**config.mk**
```make
export PLATFORM = sky130hd
export DESIGN_NAME = mem_port_arbiter
export DESIGN_NICKNAME = d
export VERILOG_FILES = /design/src/rtl/mem_port_arbiter.sv
export SDC_FILE = /design/constraint.sdc
export NUM_CORES = 1
export LEC_CHECK = 0
export ABC_AREA = 1
export ABC_CLOCK_PERIOD_IN_PS = 4200
export BUFFER_PORTS_ARGS = -buffer_cell sky130_fd_sc_hd__buf_4
export CAP_MARGIN = 20
export CORE_AREA = 10 10 118 120
export CTS_CLUSTER_SIZE = 8
export DETAILED_ROUTE_END_ITERATION = 8
export DIE_AREA = 0 0 128 130
export PLACE_DENSITY = 0.9
export SLEW_MARGIN = 20
export SYNTH_ARGS = -nofsm -noshare
export SYNTH_HDL_FRONTEND = slang
export SYNTH_SLANG_ARGS = --single-unit
```
**constraint.sdc**
```tcl
create_clock -name clk -period 4.2 [get_ports clk]
set_clock_uncertainty 0.1 [all_clocks]
set_input_delay 0.63 -clock clk [delete_from_list [all_inputs] [get_ports clk]]
set_output_delay 0.63 -clock clk [all_outputs]
set_load 0.03 [all_outputs]
```
**src/rtl/mem_port_arbiter.sv**
```systemverilog
// ---------------------------------------------------------------------------
// MemPortArbiter (module mem_port_arbiter)
//
// Shares one single-ported unified memory between the instruction-fetch port
// and the data (MEM stage) port. Accesses are serialised by a three-state FSM
// (IDLE / BUSY_IF / BUSY_DM), variable memory latency is absorbed through the
// mem_ready handshake, and per-port stall signals freeze the pipeline stage
// whose request is still outstanding. Data accesses win ties by default.
//
// Optional build macro: ARB_STARVE_GUARD_EN
//   When defined, a saturating counter tracks how many data grants were given
//   while fetch was also waiting; once it reaches STARVE_LIMIT, fetch wins the
//   next tie. When undefined the counter is not built and data always wins.
//
// Ports
//   clk        in   clock, rising edge
//   reset      in   asynchronous reset, active low (0 = in reset)
//   if_req     in   fetch request, held with if_addr until if_valid
//   if_addr    in   fetch address
//   if_rdata   out  fetched word (registered)
//   if_valid   out  one-cycle fetch completion pulse
//   dm_req     in   data request, held with payload until dm_valid
//   dm_we      in   1 = write, 0 = read
//   dm_addr    in   data address
//   dm_wdata   in   data write word
//   dm_rdata   out  data read word (registered, untouched by writes)
//   dm_valid   out  one-cycle data completion pulse
//   stall_if   out  if_req & ~if_valid (combinational)
//   stall_mem  out  dm_req & ~dm_valid (combinational)
//   mem_req    out  memory access in flight
//   mem_we     out  memory write enable
//   mem_addr   out  latched memory address
//   mem_wdata  out  latched memory write data
//   mem_rdata  in   memory read data, valid with mem_ready
//   mem_ready  in   access completes this cycle
// ---------------------------------------------------------------------------
module mem_port_arbiter #(
   parameter int ADDR_W       = 32,
   parameter int DATA_W       = 32,
   parameter int STARVE_LIMIT = 4
) (
   input  logic              clk,
   input  logic              reset,
   input  logic              if_req,
   input  logic [ADDR_W-1:0] if_addr,
   output logic [DATA_W-1:0] if_rdata,
   output logic              if_valid,
   input  logic              dm_req,
   input  logic              dm_we,
   input  logic [ADDR_W-1:0] dm_addr,
   input  logic [DATA_W-1:0] dm_wdata,
   output logic [DATA_W-1:0] dm_rdata,
   output logic              dm_valid,
   output logic              stall_if,
   output logic              stall_mem,
   output logic              mem_req,
   output logic              mem_we,
   output logic [ADDR_W-1:0] mem_addr,
   output logic [DATA_W-1:0] mem_wdata,
   input  logic [DATA_W-1:0] mem_rdata,
   input  logic              mem_ready
);

   typedef enum logic [1:0] {
      IDLE    = 2'b00,
      BUSY_IF = 2'b01,
      BUSY_DM = 2'b10
   } state_e;

   state_e            state_q,    state_d;
   logic              memReq_q,   memReq_d;
   logic              memWe_q,    memWe_d;
   logic [ADDR_W-1:0] memAddr_q,  memAddr_d;
   logic [DATA_W-1:0] memWdata_q, memWdata_d;
   logic [DATA_W-1:0] ifRdata_q,  ifRdata_d;
   logic              ifValid_q,  ifValid_d;
   logic [DATA_W-1:0] dmRdata_q,  dmRdata_d;
   logic              dmValid_q,  dmValid_d;

   logic ifElig;
   logic dmElig;
   logic forceIf;
   logic grantIf;
   logic grantDm;

   // A request raised (or still held) on its own completion cycle is the
   // tail of the access that just finished, so it must not be re-granted.
   assign ifElig = if_req & ~ifValid_q;
   assign dmElig = dm_req & ~dmValid_q;

   // Grants only happen from IDLE; data wins ties unless the guard says
   // fetch has waited long enough.
   assign grantIf = (state_q == IDLE) & ifElig & (~dmElig | forceIf);
   assign grantDm = (state_q == IDLE) & dmElig & ~grantIf;

`ifdef ARB_STARVE_GUARD_EN
   localparam int CNT_W = (STARVE_LIMIT < 1) ? 1 : $clog2(STARVE_LIMIT + 1);

   logic [CNT_W-1:0] starveCnt_q, starveCnt_d;

   assign forceIf = (starveCnt_q == CNT_W'(STARVE_LIMIT));

   // Counts data grants that overtook a waiting fetch; saturates because a
   // full counter forces the next tie to fetch, which clears it.
   always_comb begin
      starveCnt_d = starveCnt_q;
      if (grantIf) begin
         starveCnt_d = '0;
      end else if (grantDm && ifElig && !forceIf) begin
         starveCnt_d = starveCnt_q + 1'b1;
      end
   end

   always_ff @(posedge clk or negedge reset) begin
      if (!reset) begin
         starveCnt_q <= '0;
      end else begin
         starveCnt_q <= starveCnt_d;
      end
   end
`else
   assign forceIf = 1'b0;
`endif

   // Next-state and registered-output logic. The memory payload is captured
   // at grant time and then held so requester changes mid-access are ignored.
   always_comb begin
      state_d    = state_q;
      memReq_d   = memReq_q;
      memWe_d    = memWe_q;
      memAddr_d  = memAddr_q;
      memWdata_d = memWdata_q;
      ifRdata_d  = ifRdata_q;
      dmRdata_d  = dmRdata_q;
      ifValid_d  = 1'b0;
      dmValid_d  = 1'b0;

      case (state_q)
         IDLE: begin
            if (grantIf) begin
               state_d   = BUSY_IF;
               memReq_d  = 1'b1;
               memWe_d   = 1'b0;
               memAddr_d = if_addr;
            end else if (grantDm) begin
               state_d    = BUSY_DM;
               memReq_d   = 1'b1;
               memWe_d    = dm_we;
               memAddr_d  = dm_addr;
               memWdata_d = dm_wdata;
            end
         end
         BUSY_IF: begin
            if (mem_ready) begin
               state_d   = IDLE;
               memReq_d  = 1'b0;
               ifValid_d = 1'b1;
               ifRdata_d = mem_rdata;
            end
         end
         BUSY_DM: begin
            if (mem_ready) begin
               state_d   = IDLE;
               memReq_d  = 1'b0;
               memWe_d   = 1'b0;
               dmValid_d = 1'b1;
               // Writes leave the last read value visible on dm_rdata.
               if (!memWe_q) begin
                  dmRdata_d = mem_rdata;
               end
            end
         end
         default: begin
            state_d  = IDLE;
            memReq_d = 1'b0;
            memWe_d  = 1'b0;
         end
      endcase
   end

   // State and output registers; reset abandons any in-flight access.
   always_ff @(posedge clk or negedge reset) begin
      if (!reset) begin
         state_q    <= IDLE;
         memReq_q   <= 1'b0;
         memWe_q    <= 1'b0;
         memAddr_q  <= '0;
         memWdata_q <= '0;
         ifRdata_q  <= '0;
         ifValid_q  <= 1'b0;
         dmRdata_q  <= '0;
         dmValid_q  <= 1'b0;
      end else begin
         state_q    <= state_d;
         memReq_q   <= memReq_d;
         memWe_q    <= memWe_d;
         memAddr_q  <= memAddr_d;
         memWdata_q <= memWdata_d;
         ifRdata_q  <= ifRdata_d;
         ifValid_q  <= ifValid_d;
         dmRdata_q  <= dmRdata_d;
         dmValid_q  <= dmValid_d;
      end
   end

   assign mem_req   = memReq_q;
   assign mem_we    = memWe_q;
   assign mem_addr  = memAddr_q;
   assign mem_wdata = memWdata_q;
   assign if_rdata  = ifRdata_q;
   assign if_valid  = ifValid_q;
   assign dm_rdata  = dmRdata_q;
   assign dm_valid  = dmValid_q;

   assign stall_if  = if_req & ~ifValid_q;
   assign stall_mem = dm_req & ~dmValid_q;

endmodule

```
After elaboration in Yosys (flattened, before gate mapping)
Cells that the tools add are included.

word-level totals
  logic and storage cells = 51
  input bits = 134
  memory bits (writable) = 0
  register bits after elaboration = 134
  ROM bits = 0
  memories = 0
  output and inout port bits = 134
  latch bits = 0

operators by class
  shifts and indexed selects = 0
  equality and inequality tests = 5
  $lt $le $gt $ge = 0
  bitwise gates (word level) = 12
  $mul = 0
  $add $sub $neg = 0
  reduce and logical (&&, ||, !) cells = 9
  muxes and demuxes = 16
  divide/modulo/power cells = 0

operators by type and width
  kind                number
  $mux 32             2
  $reduce_and 3->1    3
  $mux 1              8
  $and 1x1->1         6
  $mux 2              3
  $not 1->1           6
  $reduce_and 2->1    3
  $pmux 2 s2          1
  $ne 3x3->1 const B  1
  $pmux 1 s3          1
  $eq 2x1->1 const B  1
  $eq 2x2->1 const B  1
  $logic_not 2->1     1
  $ne 2x1->1 const B  1
  $ne 2x2->1 const B  1
  $pmux 1 s2          1
  $reduce_bool 2->1   1
  $reduce_or 2->1     1

Depth between registers and ports, before layout
Gate-level depths: netlist of run 1.

  depth after elaboration = 9
  mapped depth = 8
  depth with buffers taken out = 7

Worst setup path before layout of run 1
OpenSTA, ideal clock, no wires.

  path type = input to output
  from = input dm_req
  to = output stall_mem
  data arrival time = 1204 ps
  data required time = 3470 ps
  path buffers = 2
  path slack = 2266 ps
  stages = 4
  cell sequence = nand2_1 inv_2 buf_4 buf_2

on the way
  longest elaborated chain between the ends = 1

RTL lines
  element          RTL line  text
  start, declared  48        input logic dm_req,
  $and 1x1->1      216       assign stall_mem = dm_req & ~dmValid_q;
  end, declared    55        output logic stall_mem,

No other way between the ends.

Worst setup path in the final report of run 1
  from = register dmValid_q (netlist: dm_valid)
  to = output stall_mem

on the way
  longest elaborated chain between the ends = 2

RTL lines
  element                 RTL line  text
  start, declared         78        logic dmValid_q, dmValid_d;
  start signal, assigned  202       dmValid_q <= dmValid_d;
  $not 1->1               216
  $and 1x1->1             216

No other way between the ends.

==> metrics.md, run 1 <==
| Metric | Value |
|---|---|
| Final period utilization | 60.4% |
| Leakage | 4.46 nW |
| Root Buffer Master | clkbuf_16 |
| # Post-CTS Setup Buffers | 0 |
| Fin crit period | 2.54 ns |
| Seq cells post-synth | 134 |
| Vias in the first global route | 5,067 |
| Area Overhead vs Synth | 45.8% |
| Clock-pin slew on the worst setup and hold paths | 0.06 ns |
| Sequential area share after synthesis | 59.6% |
| Critical path class | register to primary output |
| Area of the mapped netlist | 5630 um^2 |
| Cell Pwr Density | 906 nW/um^2 |
| Rel. slew slack | 39.7% |
| Crit Path Max Fanout | 38 |
| Antenna-violating nets left | 0 |
| Vias per inst | 5.08 |
| Max Freq | 394 MHz |
| Clock tree buffer depth | 2 |
| Core area | 11,700 um^2 |
| Worst hold slack | 0.210 ns |
| Max-cap check violation count | 0 |
| DIE AREA | 16,600 um^2 |
| Final-report hold violation count | 0 |
| Rows | 40 |
| Port bufs | 267 |
| Initial drt markers | 485 |
| Die width | 128 um |
| Max-slew violations | 0 |
| Crit path capture type | primary output |
| Setup TNS Final | 0 ns |
| GRT overflow | 0 |
| RSZ-0062 raised after global routing | no |
| Avg Inst Size Synth | 9.40 um^2 |
| Worst Hold Class | primary input to asynchronous set/reset pin |
| DR pass1 iterations | 5 |
| TritonCTS buffer count | 17 |
| Nets@finish | 988 |
| GP Congestion | 0.906 |
| IO Count | 268 |
| Die H | 130 um |
| Fill cell count | 916 |
| Starting density of the core | 48.1% |
| TritonCTS clock tree | built |
| Layout cells sized above 1 | 39.6% |
| Worst-Skew Late Latency | 0.41 ns |
| Final HPWL DP | 12,900 um |
| Vias | 5,138 |
| Initial antenna violation count | 0 |
| Synthesized instance count | 599 |
| Post-Syn Nets | 736 |
| Critical path arrival | 1.81 ns |
| Global-route wire length before repair | 27,000 um |
| VDD IR max | 586 uV |
| N_diodes | 0 |
| Worst endpoint required time | 3.47 ns |
| Synth Warn # | 0 |
| Fin util | 70.1% |
| Drt total wl | 17,900 um |
| DRC viols | 0 |
| Cell variety after synth | 19 |
| All-Layer GR Usage | 20.8% |
| Largest net degree at the start of global routing | 71 |
| Startpoint types | register |
| Run status | complete, no violations |
| # H-tree levels | 4 |
| WL/cell | 17.7 um |
| Tightest Pin Transition | 0.905 ns |
| # setup viols final | 0 |
| Hold buffer count at CTS | 0 |
| Clock sink count | 134 |
| CTS resizes | 0 |
flip-flops by register name, indices dropped and copies added (netlist names):
| signal | cells |
|---|---|
| state_q | 2 |
| if_rdata | 32 |
| mem_req | 1 |
| if_valid | 1 |
| mem_wdata | 32 |
| mem_addr | 32 |
| dm_valid | 1 |
| mem_we | 1 |
| dm_rdata | 32 |
cells in the final DEF (no fill, tap or decap), types with 2 or more instances in the layout:
master and count:
nand2_1 177, o21ai_0 32, dfrtp_1 134, nand3_1 131
ha_1 2, clkinv_2 6, buf_4 274, inv_1 41
clkbuf_16 17, o21ai_2 32, clkbuf_8 2, bufinv_16 3
clkbuf_1 3
cells in the mapped netlist (all sizes together):
master / n / share of area (%)
dfrtp: 134 / 60
clkbuf: 8 / 0.53
nand2: 179 / 12
o21ai: 64 / 7.8
or2: 1 / 0.11
buf: 33 / 4.2
nand3: 132 / 12
nor2: 2 / 0.27
ha: 3 / 0.67
inv: 42 / 2.8
a21oi: 1 / 0.089
path summary, 6_finish.rpt:
kind                                             end  slack (ns)                 startpoint  depth (start not counted)
max                                        stall_mem        1.66         dm_valid$_DFF_PN0_                          4
min                          mem_addr[3]$_DFFE_PN0P_        0.21                      reset                          1
max reg2reg                 mem_addr[31]$_DFFE_PN0P_        1.90     state_q[0]$_DFFE_PN0P_                          6
min reg2reg                mem_wdata[12]$_DFFE_PN0P_        0.37  mem_wdata[12]$_DFFE_PN0P_                          2
max in group asynchronous    dm_rdata[4]$_DFFE_PN0P_        2.78                      reset                          2
min in group clk            mem_addr[18]$_DFFE_PN0P_        0.33                if_addr[18]                          3
critical path: stages (launching register included):
cell and delay, ns:
dfrtp_1 0.37, inv_1 0.10, nand2_1 0.11, inv_2 0.52
buf_4 0.28
report_power, final:
| part | switching (mW) | total (mW) | internal, mW |
|---|---|---|---|
| combinational | 2.44 | 3.70 | 1.26 |
| sequential | 0.345 | 2.25 | 1.90 |
| clock | 0.529 | 1.49 | 0.958 |
through the flow:
step | area [um^2] | instances | power, mW | setup slack, ns
6_report | 8210 | 1011 | 7.43 | 1.66
3_3_place_gp | 7610 | 979 | 5.88 | 1.91
4_1_cts | 8200 | 1011 | 7.49 | 1.66
2_1_floorplan | 5630 | 599 | 4.57 | 2.27
5_1_grt | 8210 | 1011 | 7.85 | 1.56
3_5_place_dp | 7610 | 979 | 5.97 | 1.84
layer usage:
metal	global-route usage, %	part of all wire, %	up-vias	wire length (um)
met2	34.6	52	234	9270
met1	23.1	36	2406	6500
li1	-	-	2453	-
met4	10.7	4.0	0	711
met3	7.55	8.0	45	1430
met5	0	0	-	0
cell type report:
| class | count | area (um^2) | share of cell area, % |
|---|---|---|---|
| well taps | 147 | 184 | 2.24 |
| clock buffers | 22 | 464 | 5.66 |
| multi-input cells | 382 | 1860 | 22.7 |
| repair buffers | 274 | 2060 | 25.1 |
| clock inverters | 10 | 128 | 1.56 |
| inverters | 42 | 158 | 1.92 |
| flip-flops and latches | 134 | 3350 | 40.9 |
kinds of logic after synthesis:
family,synth area share [%]
and+or+nand+nor,24.3
adders and majority gates,0.667
AOI/OAI and AO/OA,7.91
buffers and inverters,7.54
DFF,59.6
Power figures use the tool's default switching activity.
==> run 2: changes to the inputs <==
==> config.mk (replaced) <==
export PLATFORM = sky130hd
export DESIGN_NAME = mem_port_arbiter
export DESIGN_NICKNAME = d
export VERILOG_FILES = /design/src/rtl/mem_port_arbiter.sv
export SDC_FILE = /design/constraint.sdc
export NUM_CORES = 1
export LEC_CHECK = 0
export ABC_AREA = 0
export ABC_CLOCK_PERIOD_IN_PS = 2200
export BUFFER_PORTS_ARGS = -buffer_cell sky130_fd_sc_hd__buf_4
export CAP_MARGIN = 20
export CORE_AREA = 10 10 125 127
export CTS_CLUSTER_SIZE = 8
export DETAILED_ROUTE_END_ITERATION = 8
export DIE_AREA = 0 0 135 137
export PLACE_DENSITY = 0.82
export SLEW_MARGIN = 20
export SYNTH_ARGS = -nofsm -noshare
export SYNTH_HDL_FRONTEND = slang
export SYNTH_SLANG_ARGS = --single-unit
==> constraint.sdc (replaced) <==
create_clock -name clk -period 2.2 [get_ports clk]
set_clock_uncertainty 0.1 [all_clocks]
set_input_delay 0.33 -clock clk [delete_from_list [all_inputs] [get_ports clk]]
set_output_delay 0.33 -clock clk [all_outputs]
set_load 0.03 [all_outputs]
==> metrics.md, run 2 <==
| Metric | Value |
|---|---|
| Cell Pwr Density | 1770 nW/um^2 |
| GP Congestion | 0.816 |
| TritonCTS clock tree | built |
| Setup TNS Final | 0 ns |
| Rows | 42 |
| Total power | 14.4 mW |
| # Post-CTS Setup Buffers | 0 |
| Initial drt markers | 188 |
| Critical path class | register to register |
| # setup viols final | 0 |
| Post-synth EDFFs | 0 |
| Final period utilization | 84.9% |
| # H-tree levels | 4 |
| Fin util | 61.9% |
| All-Layer GR Usage | 17.2% |
| Leakage | 3.93 nW |
| Initial antenna violation count | 0 |
| Top cells by count, synth | 134 x dfrtp_1, 95 x mux2_2, 32 x a221o_1 |
| Worst-Skew Late Latency | 0.41 ns |
| Max-cap check violation count | 0 |
| Crit Path Max Fanout | 54 |
| VDD IR max | 974 uV |
| TritonCTS buffer count | 17 |
| Max Freq | 535 MHz |
| Antenna-violating nets left | 0 |
| Vias in the first global route | 4,389 |
| Crit path capture type | register |
| Area Overhead vs Synth | 52.2% |
| Largest cells by area after synthesis | dfrtp_1 63%, mux2_2 20%, a221o_1 6.0%, and2_0 3.5%, buf_6 1.9% |
| Synth top area share | 63.0% |
| Critical path arrival | 2.07 ns |
| Count leader, synth | dfrtp_1 |
| Nets@finish | 757 |
| Final HPWL DP | 12,300 um |
| Max-slew violations | 0 |
| Fin crit period | 1.87 ns |
| Sequential area share after synthesis | 63.0% |
| Die width | 135 um |
| Port bufs | 267 |
| Worst Hold Class | primary input to register |
| Post-Syn Nets | 484 |
| Drt total wl | 16,000 um |
| Avg Inst Size Synth | 15.3 um^2 |
| R2r worst-path depth | 5 |
| Setup crit start | state_q[0]$_DFFE_PN0P_ |
| IO Count | 268 |
| Crit path capture | mem_wdata[18]$_DFFE_PN0P_ |
| Run status | complete, no violations |
| Worst r2r dst | mem_wdata[18]$_DFFE_PN0P_ |
| Tightest Pin Transition | 0.755 ns |
| RSZ-0062 raised after global routing | no |
| Rel. slew slack | 49.6% |
| DIE AREA | 18,500 um^2 |
| Final-report hold violation count | 0 |
| Largest net degree at the start of global routing | 135 |
| WL/cell | 19.7 um |
| Starting density of the core | 40.7% |
| Global-route wire length before repair | 24,600 um |
| Clock sink count | 134 |
| Seq cells post-synth | 134 |
| Root Buffer Master | clkbuf_16 |
| Vias per inst | 4.89 |
| Layout cells sized above 1 | 64.3% |
| Vias | 3,957 |
| Area of the mapped netlist | 5320 um^2 |
| FF-to-FF Start | state_q[0]$_DFFE_PN0P_ |
| DRC viols | 0 |
| Core area | 13,100 um^2 |
| Most frequent cells in the layout | 272 x buf_4, 134 x dfrtp_1, 95 x mux2_2 |
| Die H | 137 um |
| Clock-pin slew on the worst setup and hold paths | 0.06 ns |
| Ys flop type | dfrtp_1 |
| GRT overflow | 0 |
| Startpoint types | register |
| Async S/R FF share, synth | 100% |
| Fill cell count | 992 |
| N_diodes | 0 |
| Synthesized instance count | 347 |
| Clock tree buffer depth | 2 |
| Worst endpoint required time | 2.40 ns |
| Synth Warn # | 0 |
| DR pass1 iterations | 4 |
| Flop-to-flop setup slack | 0.33 ns |
| Most common cell after layout, fill and taps aside | buf_4 |
| Largest area contributor in the synthesized netlist | dfrtp_1 |
| Cell variety after synth | 28 |
[run 2: what timing repair did]
item	4_1_cts	5_1_grt
resized for setup	0	0
hold buffers	1	0
hold endpoints to repair	134	0
[run 2: metrics by stage]
stage / hold WS (ns) / worst slack, ns / cell area [um^2] / std cells
CTS: 0.0224 / 0.334 / 8100 / 809
finish: 0.0395 / 0.331 / 8100 / 809
global route: 0.0236 / 0.233 / 8100 / 809
detailed placement: 0.394 / 0.337 / 7470 / 776
floorplan: -0.0656 / 0.415 / 5320 / 347
global placement: 0.381 / 0.396 / 7470 / 776
[run 2: logic make-up after synthesis]
family,Yosys count,synth area share [%]
AO/OA/AOI/OAI,40,6.96
multiplexers,96,20.3
AND/OR/NAND/NOR,47,5.43
buffers and inverters,27,3.62
adder cells (fa/ha/maj),3,0.705
flip-flops,134,63.0
[run 2: how the worst min path moves through the flow]
stage	start	to	slack (ns)	depth (start not counted)
floorplan	reset	dm_rdata[0]$_DFFE_PN0P_	-0.07	0
global placement	dm_rdata[6]$_DFFE_PN0P_	dm_rdata[6]$_DFFE_PN0P_	0.38	1
detailed placement	if_rdata[22]$_DFFE_PN0P_	if_rdata[22]$_DFFE_PN0P_	0.39	1
CTS	if_addr[3]	mem_addr[3]$_DFFE_PN0P_	0.02	2
global route	if_addr[16]	mem_addr[16]$_DFFE_PN0P_	0.02	2
finish	mem_rdata[6]	dm_rdata[6]$_DFFE_PN0P_	0.04	2
[run 2: critical path, stage by stage (launching register included)]
cell     delay [ns]
dfrtp_1        0.40
inv_1          0.09
ha_1           0.16
and3b_2        0.32
buf_12         0.27
mux2_2         0.38
[run 2: area by class of cell]
cell class                 instances  area (um^2)  share of cell area, %
sequential                       134         3350                   41.4
timing repair buffer             276         2110                   26.1
multi-input combinational        186         1780                   22.0
clock buffer                      20          467                   5.76
tap                              176          220                   2.72
clock inverter                    12          151                   1.87
inverter                           5         18.8                  0.232
[run 2: routing by layer]
layer / GRT usage (%) / wire [um]
met4: 7.06 / 335
met3: 8.61 / 1670
met1: 17.3 / 5510
met5: 0 / 0
met2: 29.8 / 8440
[run 2: power breakdown]
part | switching (mW) | internal (mW) | total, mW
registers | 0.689 | 3.71 | 4.40
logic | 4.09 | 2.98 | 7.06
clock network | 1.04 | 1.87 | 2.90
